[src/rtl/bin_morph_3x3_if.sv]
// Window stream in from the 3x3 generator and filtered 1-bit stream out.
// The master drives the window and observes the result; the slave is the filter.
interface bin_morph_3x3_if;
    logic matrix_frame_vsync;
    logic matrix_frame_href;
    logic matrix_frame_clken;
    logic matrix_p11, matrix_p12, matrix_p13;
    logic matrix_p21, matrix_p22, matrix_p23;
    logic matrix_p31, matrix_p32, matrix_p33;
    logic post_frame_vsync;
    logic post_frame_href;
    logic post_frame_clken;
    logic post_img_Bit;

    modport master (
        output matrix_frame_vsync, matrix_frame_href, matrix_frame_clken,
        output matrix_p11, matrix_p12, matrix_p13,
        output matrix_p21, matrix_p22, matrix_p23,
        output matrix_p31, matrix_p32, matrix_p33,
        input  post_frame_vsync, post_frame_href, post_frame_clken, post_img_Bit
    );

    modport slave (
        input  matrix_frame_vsync, matrix_frame_href, matrix_frame_clken,
        input  matrix_p11, matrix_p12, matrix_p13,
        input  matrix_p21, matrix_p22, matrix_p23,
        input  matrix_p31, matrix_p32, matrix_p33,
        output post_frame_vsync, post_frame_href, post_frame_clken, post_img_Bit
    );
endinterface

[src/rtl/bin_morph_3x3.sv]
// Binary 3x3 morphology (pass/erode/dilate/cross-erode) with border masking and per-frame foreground count.
// Latency 2 cycles, aligned with post_frame_clken; no backpressure, the stream advances on clken.
module bin_morph_3x3 #(
    parameter logic [9:0] IMG_HDISP = 10'd640,
    parameter logic [9:0] IMG_VDISP = 10'd480
) (
    input  logic             sys_clk,
    input  logic             sys_rst_n,
    bin_morph_3x3_if.slave   win,
    input  logic [1:0]       mode,
    input  logic             border_en,
    output logic [18:0]      fg_count,
    output logic             fg_count_valid
);

    logic [1:0]  vsync_d, href_d, clken_d;
    logic        post_vsync_q;
    logic [9:0]  col, row;
    logic [1:0]  mode_r;
    logic        vs_rise, href_fall, border_in;
    logic [2:0]  row1, row2, row3;

    logic [2:0]  s1_and, s1_or;
    logic [4:0]  s1_cross;
    logic        s1_border;
    logic [1:0]  s1_mode;
    logic        filt_bit, post_bit;

    logic [18:0] acc;
    logic        frame_seen, post_vs_rise, pix_fg;

    assign vs_rise   = win.matrix_frame_vsync & ~vsync_d[0];
    assign href_fall = ~win.matrix_frame_href & href_d[0];

    assign win.post_frame_vsync = vsync_d[1];
    assign win.post_frame_href  = href_d[1];
    assign win.post_frame_clken = clken_d[1];
    assign win.post_img_Bit     = post_bit;

    always_ff @(posedge sys_clk or negedge sys_rst_n) begin
        if (!sys_rst_n) begin
            vsync_d      <= 2'b00;
            href_d       <= 2'b00;
            clken_d      <= 2'b00;
            post_vsync_q <= 1'b0;
        end else begin
            vsync_d      <= {vsync_d[0], win.matrix_frame_vsync};
            href_d       <= {href_d[0],  win.matrix_frame_href};
            clken_d      <= {clken_d[0], win.matrix_frame_clken};
            post_vsync_q <= vsync_d[1];
        end
    end

    // Position of the window currently on the inputs; both counters saturate.
    always_ff @(posedge sys_clk or negedge sys_rst_n) begin
        if (!sys_rst_n) begin
            col    <= 10'd0;
            row    <= 10'd0;
            mode_r <= 2'b00;
        end else begin
            if (!win.matrix_frame_href)
                col <= 10'd0;
            else if (win.matrix_frame_clken && (col < IMG_HDISP - 10'd1))
                col <= col + 10'd1;

            if (vs_rise)
                row <= 10'd0;
            else if (href_fall && (row < IMG_VDISP - 10'd1))
                row <= row + 10'd1;

            if (vs_rise)
                mode_r <= mode;
        end
    end

    assign border_in = (col == 10'd0) || (col >= IMG_HDISP - 10'd1) ||
                       (row == 10'd0) || (row >= IMG_VDISP - 10'd1);

    assign row1 = {win.matrix_p11, win.matrix_p12, win.matrix_p13};
    assign row2 = {win.matrix_p21, win.matrix_p22, win.matrix_p23};
    assign row3 = {win.matrix_p31, win.matrix_p32, win.matrix_p33};

    always_ff @(posedge sys_clk or negedge sys_rst_n) begin
        if (!sys_rst_n) begin
            s1_and    <= 3'b000;
            s1_or     <= 3'b000;
            s1_cross  <= 5'b00000;
            s1_border <= 1'b0;
            s1_mode   <= 2'b00;
        end else if (!win.matrix_frame_href) begin
            s1_and    <= 3'b000;
            s1_or     <= 3'b000;
            s1_cross  <= 5'b00000;
            s1_border <= 1'b0;
            s1_mode   <= 2'b00;
        end else if (win.matrix_frame_clken) begin
            s1_and    <= {&row3, &row2, &row1};
            s1_or     <= {|row3, |row2, |row1};
            s1_cross  <= {win.matrix_p12, win.matrix_p21, win.matrix_p22,
                          win.matrix_p23, win.matrix_p32};
            s1_border <= border_in;
            s1_mode   <= mode_r;
        end
    end

    // s1_cross[2] is the centre pixel p22.
    always_comb begin
        filt_bit = 1'b0;
        case (s1_mode)
            2'b00:   filt_bit = s1_cross[2];
            2'b01:   filt_bit = &s1_and;
            2'b10:   filt_bit = |s1_or;
            default: filt_bit = &s1_cross;
        endcase
        filt_bit = filt_bit & ~(s1_border & border_en);
    end

    always_ff @(posedge sys_clk or negedge sys_rst_n) begin
        if (!sys_rst_n)
            post_bit <= 1'b0;
        else if (!href_d[0])
            post_bit <= 1'b0;
        else if (clken_d[0])
            post_bit <= filt_bit;
    end

    assign post_vs_rise = vsync_d[1] & ~post_vsync_q;
    assign pix_fg       = href_d[1] & clken_d[1] & post_bit;

    // The first frame edge after reset only arms the counter; a partial frame is never reported.
    always_ff @(posedge sys_clk or negedge sys_rst_n) begin
        if (!sys_rst_n) begin
            acc            <= 19'd0;
            frame_seen     <= 1'b0;
            fg_count       <= 19'd0;
            fg_count_valid <= 1'b0;
        end else begin
            fg_count_valid <= 1'b0;
            if (post_vs_rise) begin
                if (frame_seen) begin
                    fg_count       <= acc;
                    fg_count_valid <= 1'b1;
                end
                acc        <= 19'd0;
                frame_seen <= 1'b1;
            end else if (pix_fg && (acc != 19'h7FFFF)) begin
                acc <= acc + 19'd1;
            end
        end
    end

endmodule

[src/flat_wrapper.sv]
// flat-port wrapper written by rule: the top's interface ports become plain ports
module bin_morph_3x3_flat 
#(
    parameter logic [9:0] IMG_HDISP = 10'd640,
    parameter logic [9:0] IMG_VDISP = 10'd480
)
  (sys_clk, sys_rst_n, mode, border_en, fg_count, fg_count_valid, win_matrix_frame_vsync, win_matrix_frame_href, win_matrix_frame_clken, win_matrix_p11, win_matrix_p12, win_matrix_p13, win_matrix_p21, win_matrix_p22, win_matrix_p23, win_matrix_p31, win_matrix_p32, win_matrix_p33, win_post_frame_vsync, win_post_frame_href, win_post_frame_clken, win_post_img_Bit);
  bin_morph_3x3_if win_i ();
  input  logic sys_clk;
  input  logic sys_rst_n;
  input  logic [1:0] mode;
  input  logic border_en;
  output logic [18:0] fg_count;
  output logic fg_count_valid;
  input wire logic [$bits(win_i.matrix_frame_vsync)-1:0] win_matrix_frame_vsync;
  input wire logic [$bits(win_i.matrix_frame_href)-1:0] win_matrix_frame_href;
  input wire logic [$bits(win_i.matrix_frame_clken)-1:0] win_matrix_frame_clken;
  input wire logic [$bits(win_i.matrix_p11)-1:0] win_matrix_p11;
  input wire logic [$bits(win_i.matrix_p12)-1:0] win_matrix_p12;
  input wire logic [$bits(win_i.matrix_p13)-1:0] win_matrix_p13;
  input wire logic [$bits(win_i.matrix_p21)-1:0] win_matrix_p21;
  input wire logic [$bits(win_i.matrix_p22)-1:0] win_matrix_p22;
  input wire logic [$bits(win_i.matrix_p23)-1:0] win_matrix_p23;
  input wire logic [$bits(win_i.matrix_p31)-1:0] win_matrix_p31;
  input wire logic [$bits(win_i.matrix_p32)-1:0] win_matrix_p32;
  input wire logic [$bits(win_i.matrix_p33)-1:0] win_matrix_p33;
  output wire logic [$bits(win_i.post_frame_vsync)-1:0] win_post_frame_vsync;
  output wire logic [$bits(win_i.post_frame_href)-1:0] win_post_frame_href;
  output wire logic [$bits(win_i.post_frame_clken)-1:0] win_post_frame_clken;
  output wire logic [$bits(win_i.post_img_Bit)-1:0] win_post_img_Bit;
  assign win_i.matrix_frame_vsync = win_matrix_frame_vsync;
  assign win_i.matrix_frame_href = win_matrix_frame_href;
  assign win_i.matrix_frame_clken = win_matrix_frame_clken;
  assign win_i.matrix_p11 = win_matrix_p11;
  assign win_i.matrix_p12 = win_matrix_p12;
  assign win_i.matrix_p13 = win_matrix_p13;
  assign win_i.matrix_p21 = win_matrix_p21;
  assign win_i.matrix_p22 = win_matrix_p22;
  assign win_i.matrix_p23 = win_matrix_p23;
  assign win_i.matrix_p31 = win_matrix_p31;
  assign win_i.matrix_p32 = win_matrix_p32;
  assign win_i.matrix_p33 = win_matrix_p33;
  assign win_post_frame_vsync = win_i.post_frame_vsync;
  assign win_post_frame_href = win_i.post_frame_href;
  assign win_post_frame_clken = win_i.post_frame_clken;
  assign win_post_img_Bit = win_i.post_img_Bit;
  bin_morph_3x3 #(.IMG_HDISP(IMG_HDISP), .IMG_VDISP(IMG_VDISP)) u_core (.sys_clk(sys_clk), .sys_rst_n(sys_rst_n), .win(win_i), .mode(mode), .border_en(border_en), .fg_count(fg_count), .fg_count_valid(fg_count_valid));
endmodule
[config.mk]
export PLATFORM = sky130hd
export DESIGN_NAME = bin_morph_3x3_flat
export DESIGN_NICKNAME = d
export VERILOG_FILES = /design/src/rtl/bin_morph_3x3_if.sv /design/src/rtl/bin_morph_3x3.sv /design/src/flat_wrapper.sv
export SDC_FILE = /design/constraint.sdc
export NUM_CORES = 1
export LEC_CHECK = 0
export CAP_MARGIN = 5
export CORE_ASPECT_RATIO = 2
export CORE_MARGIN = 1.5
export CORE_UTILIZATION = 45
export CTS_BUF_LIST = sky130_fd_sc_hd__clkbuf_2 sky130_fd_sc_hd__clkbuf_4 sky130_fd_sc_hd__clkbuf_8
export DETAILED_ROUTE_END_ITERATION = 16
export GPL_ROUTABILITY_DRIVEN = 0
export PLACE_DENSITY_LB_ADDON = 0.3
export RECOVER_POWER = 100
export SLEW_MARGIN = 20
export SYNTH_ARGS = -nofsm -noshare
export SYNTH_HDL_FRONTEND = slang
export SYNTH_SLANG_ARGS = --single-unit
[constraint.sdc]
create_clock -name sys_clk -period 2.33 [get_ports sys_clk]
set_input_delay 0.3495 -clock sys_clk [delete_from_list [all_inputs] [get_ports sys_clk]]
set_output_delay 0.3495 -clock sys_clk [all_outputs]
set_load 0.01 [all_outputs]
==> qor.csv <==
metric,value,unit
outcome,finished clean,
grt_antenna_before_repair,0,
regArea,2100,um^2
grtUsageTotal,20.6,%
layout_worst_path_cycle_share,86.3,%
post_route_cells_drive_above_1_share,12.0,%
dp_hpwl,6030,um
ys_ff_latch,84,
timing.reg2reg.worst_path_depth,6,
critPathCaptureType,flop,
slew_headroom,22.1,%
clock_power_share,37.0,%
tritoncts,done,
timing.critical_path.slowest_stage_cell,or4_1,
power_frac_comb,8.1,%
clock_latency_reported_for_the_late_side_of_the_worst_skew_pair,0.35,ns
initial_core_util,45.9,%
cts_resized,0,
worstPathBufferInverterCount,0,
num_rows,47,
synth-simple-area-share,18.4,%
cellInternalPower,2.16,mW
global_route.overflow_total,0,
drtAntennaViolNets,0,
die_h,132,um
cts_made_buffers,9,
worst_path_dominant_cell_family,simple AND/OR/NAND/NOR gates,
yosys_warnings,0,
syn_to_final_growth,19.6,%
final_common_cell,dfrtp_1,
floorplan_core_area,8170,um^2
remaining_drc_errors,0,
setup_repair_after_global_routing_missed_its_margin,no,
post_synth.cell_area_avg,11.0,um^2
report.final.hold_viol_count,0,
path_max_fanout,9,
critical_path.max_stage_delay,0.53,ns
critPathLaunchType,flop,
final.setup.tns,0,ns
grt_start_max_net_pins,47,
num_antenna_cells,0,
grt_first_pass_wirelength,13800,um
mappedNetlistArea,3750,um^2
synthArstFlopShare,100,%
nFillCells,758,
vias_per_cell,5.69,
timing.clock.skew,0.00765,ns
drt-wirelength-per-cell,16.3,um
cts_setup_buffers,0,
edff_count_synth,0,
critPathRequiredTime,2.61,ns
worst_ep_arrival_time,2.29,ns
die-width,67.6,um
ctsRootBufferMaster,clkbuf_8,
multiInputGateArea,1560,um^2
criticalPathCategory,flop to flop,
synth_cells,340,
synth_compound_gate_area_share,9.27,%
routed-via-count,2830,
clock_tree.buffer_depth,2,
vdd.ir_drop.worst,0.000388,V
io_pins,41,
holdCritPathClass,primary input to async pin,
synthFlopType,dfrtp_1,
most_frequent_cells_in_the_layout,"dfrtp_1, nor2_1, dlygate4sd3_1, nand2_1, mux2_2",
power.switching,0.647,mW
initialDrtViolationCount,180,
drt-total-wl,8120,um
placed_cells,482,
yosys.area_share.adder,1.67,%
synthDistinctLibCells,52,
tightestPinTransition,1.17,ns
setup_failing_eps_final,0,
number_of_global_route_vias_before_repair,2980,
postCtsHoldBufs,0,
swShare,23.1,%
layout_min_cycle_time,2.01,ns
setup.reg_to_reg.worst_slack,0.32,ns
layout.cells.non_filler,497,
crit_chain,"ha_1, and3_2, nand3_1, o21ai_1, or4_1, a21oi_1",
post_synth_mux_area_share,7.84,%
p_leak,2.08,nW
dominant_combinational_cell_family_by_area_after_synthesis,simple AND/OR/NAND/NOR gates,
detailed_routing_iteration_count_for_the_pre_antenna_repair_pass,4,
maxCapViolCount,0,
seqPwrFrac,54.9,%
max_clock_freq,497,MHz
layout.nets,417,
die-area,8930,um^2
mappedNetlistNets,362,
clk_pin_slew_worst_paths,0.08,ns
final_max_slew_viol_count,0,
io_buffer_count,40,
htree_num_levels,3,
power_per_cell_area,625,nW/um^2
clock_net_sink_count,84,
synth-xor-area-share,4.90,%
ys_seq_area_share,56.0,%
timing.rr.start,u_core.acc[0]$_DFFE_PN0P_,
critical_r2r_capture,u_core.acc[13]$_DFFE_PN0P_,
[cell usage after synthesis (all sizes together), types with 2 or more instances]
cell type | instances | share of area [%]
ha | 5 | 1.7
buf | 3 | 0.37
and4 | 4 | 0.93
a21oi | 15 | 2.1
nand4b | 2 | 0.47
nand3 | 17 | 2.4
clkbuf | 5 | 0.50
mux2 | 19 | 5.7
inv | 9 | 0.90
xnor2 | 7 | 1.6
nand2b | 3 | 0.50
nand4 | 7 | 1.3
nor4b | 3 | 0.70
nor2 | 41 | 4.1
nand2 | 21 | 2.1
and3 | 9 | 1.6
a211oi | 3 | 0.73
a31oi | 4 | 0.67
o211ai | 3 | 0.60
nor3 | 11 | 1.8
nor2b | 3 | 0.50
or3 | 4 | 0.77
xor2 | 14 | 3.3
mux2i | 8 | 2.1
o21ai | 16 | 2.3
dfrtp | 84 | 56
nor4 | 3 | 0.50
o2111ai | 2 | 0.47
[logic make-up (layout without fill, tap and decap cells)]
group	Yosys count	count (layout)
AO/OA/AOI/OAI	53	53
XOR/XNOR	21	21
adder cells (fa/ha/maj)	5	5
buffers and inverters	18	77
flip-flops	84	84
multiplexers	27	27
AND/OR/NAND/NOR	132	132
[metal layers]
metal / vias to the layer above / wire length, um / track usage (%)
met5: - / 0 / 0
met4: 0 / 304 / 10.2
met3: 22 / 250 / 4.70
met2: 74 / 4620 / 37.0
met1: 1406 / 2940 / 21.0
li1: 1328 / - / -
[metrics by stage]
step | cell area [um^2] | utilization [%] | hold slack [ns] | power (mW) | worst slack, ns
after global placement | 4340 | 53.1 | 0.364 | 1.80 | 0.334
after floorplan | 3750 | - | 0.0539 | 1.68 | 0.591
after global routing | 4490 | 54.9 | 0.297 | 2.94 | 0.177
final | 4490 | 54.9 | 0.225 | 2.81 | 0.318
after detailed placement | 4340 | 53.1 | 0.366 | 1.81 | 0.272
after CTS | 4540 | 55.5 | 0.0124 | 2.85 | 0.398
[area by class of cell]
class	count	share of cell area, %
clock inverter	2	0.781
sequential	84	46.8
multi-input combinational	238	34.7
clock buffer	13	3.57
tap	98	2.73
timing repair buffer	52	10.5
inverter	10	0.836
[worst max path at each step]
stage,from,endpoint,slack (ns),cells after the start
after floorplan,u_core.acc[0]$_DFFE_PN0P_,u_core.acc[13]$_DFFE_PN0P_,0.59,6
after global placement,win_matrix_frame_href,u_core.row[7]$_DFFE_PN0P_,0.33,6
after detailed placement,win_matrix_frame_href,u_core.row[5]$_DFFE_PN0P_,0.27,6
after CTS,u_core.acc[0]$_DFFE_PN0P_,u_core.acc[13]$_DFFE_PN0P_,0.40,6
after global routing,u_core.acc[0]$_DFFE_PN0P_,u_core.acc[13]$_DFFE_PN0P_,0.18,6
final,u_core.acc[0]$_DFFE_PN0P_,u_core.acc[13]$_DFFE_PN0P_,0.32,6
[worst register-to-register path, delay by kind of cell, from the launching register on]
family	cells	cell delay [ns]
simple gates	3	0.89
flops	1	0.42
compound gates	2	0.38
fa+ha+maj	1	0.25
[power by group through the flow]
stage | sequential, mW | clock [mW] | combinational (mW)
floorplan | 1.56 | 0 | 0.119
CTS | 1.54 | 1.07 | 0.241
finish | 1.54 | 1.04 | 0.227
global placement | 1.57 | 0 | 0.234
global route | 1.55 | 1.13 | 0.257
detailed placement | 1.57 | 0 | 0.240
[flip-flops by register name, indices dropped and copies added (netlist names), 3 cells and up]
name	count
u_core.s1_cross	5
u_core.fg_count	19
u_core.col	10
u_core.s1_or	3
u_core.row	10
u_core.s1_and	3
u_core.acc	19
Power figures use the tool's default switching activity.
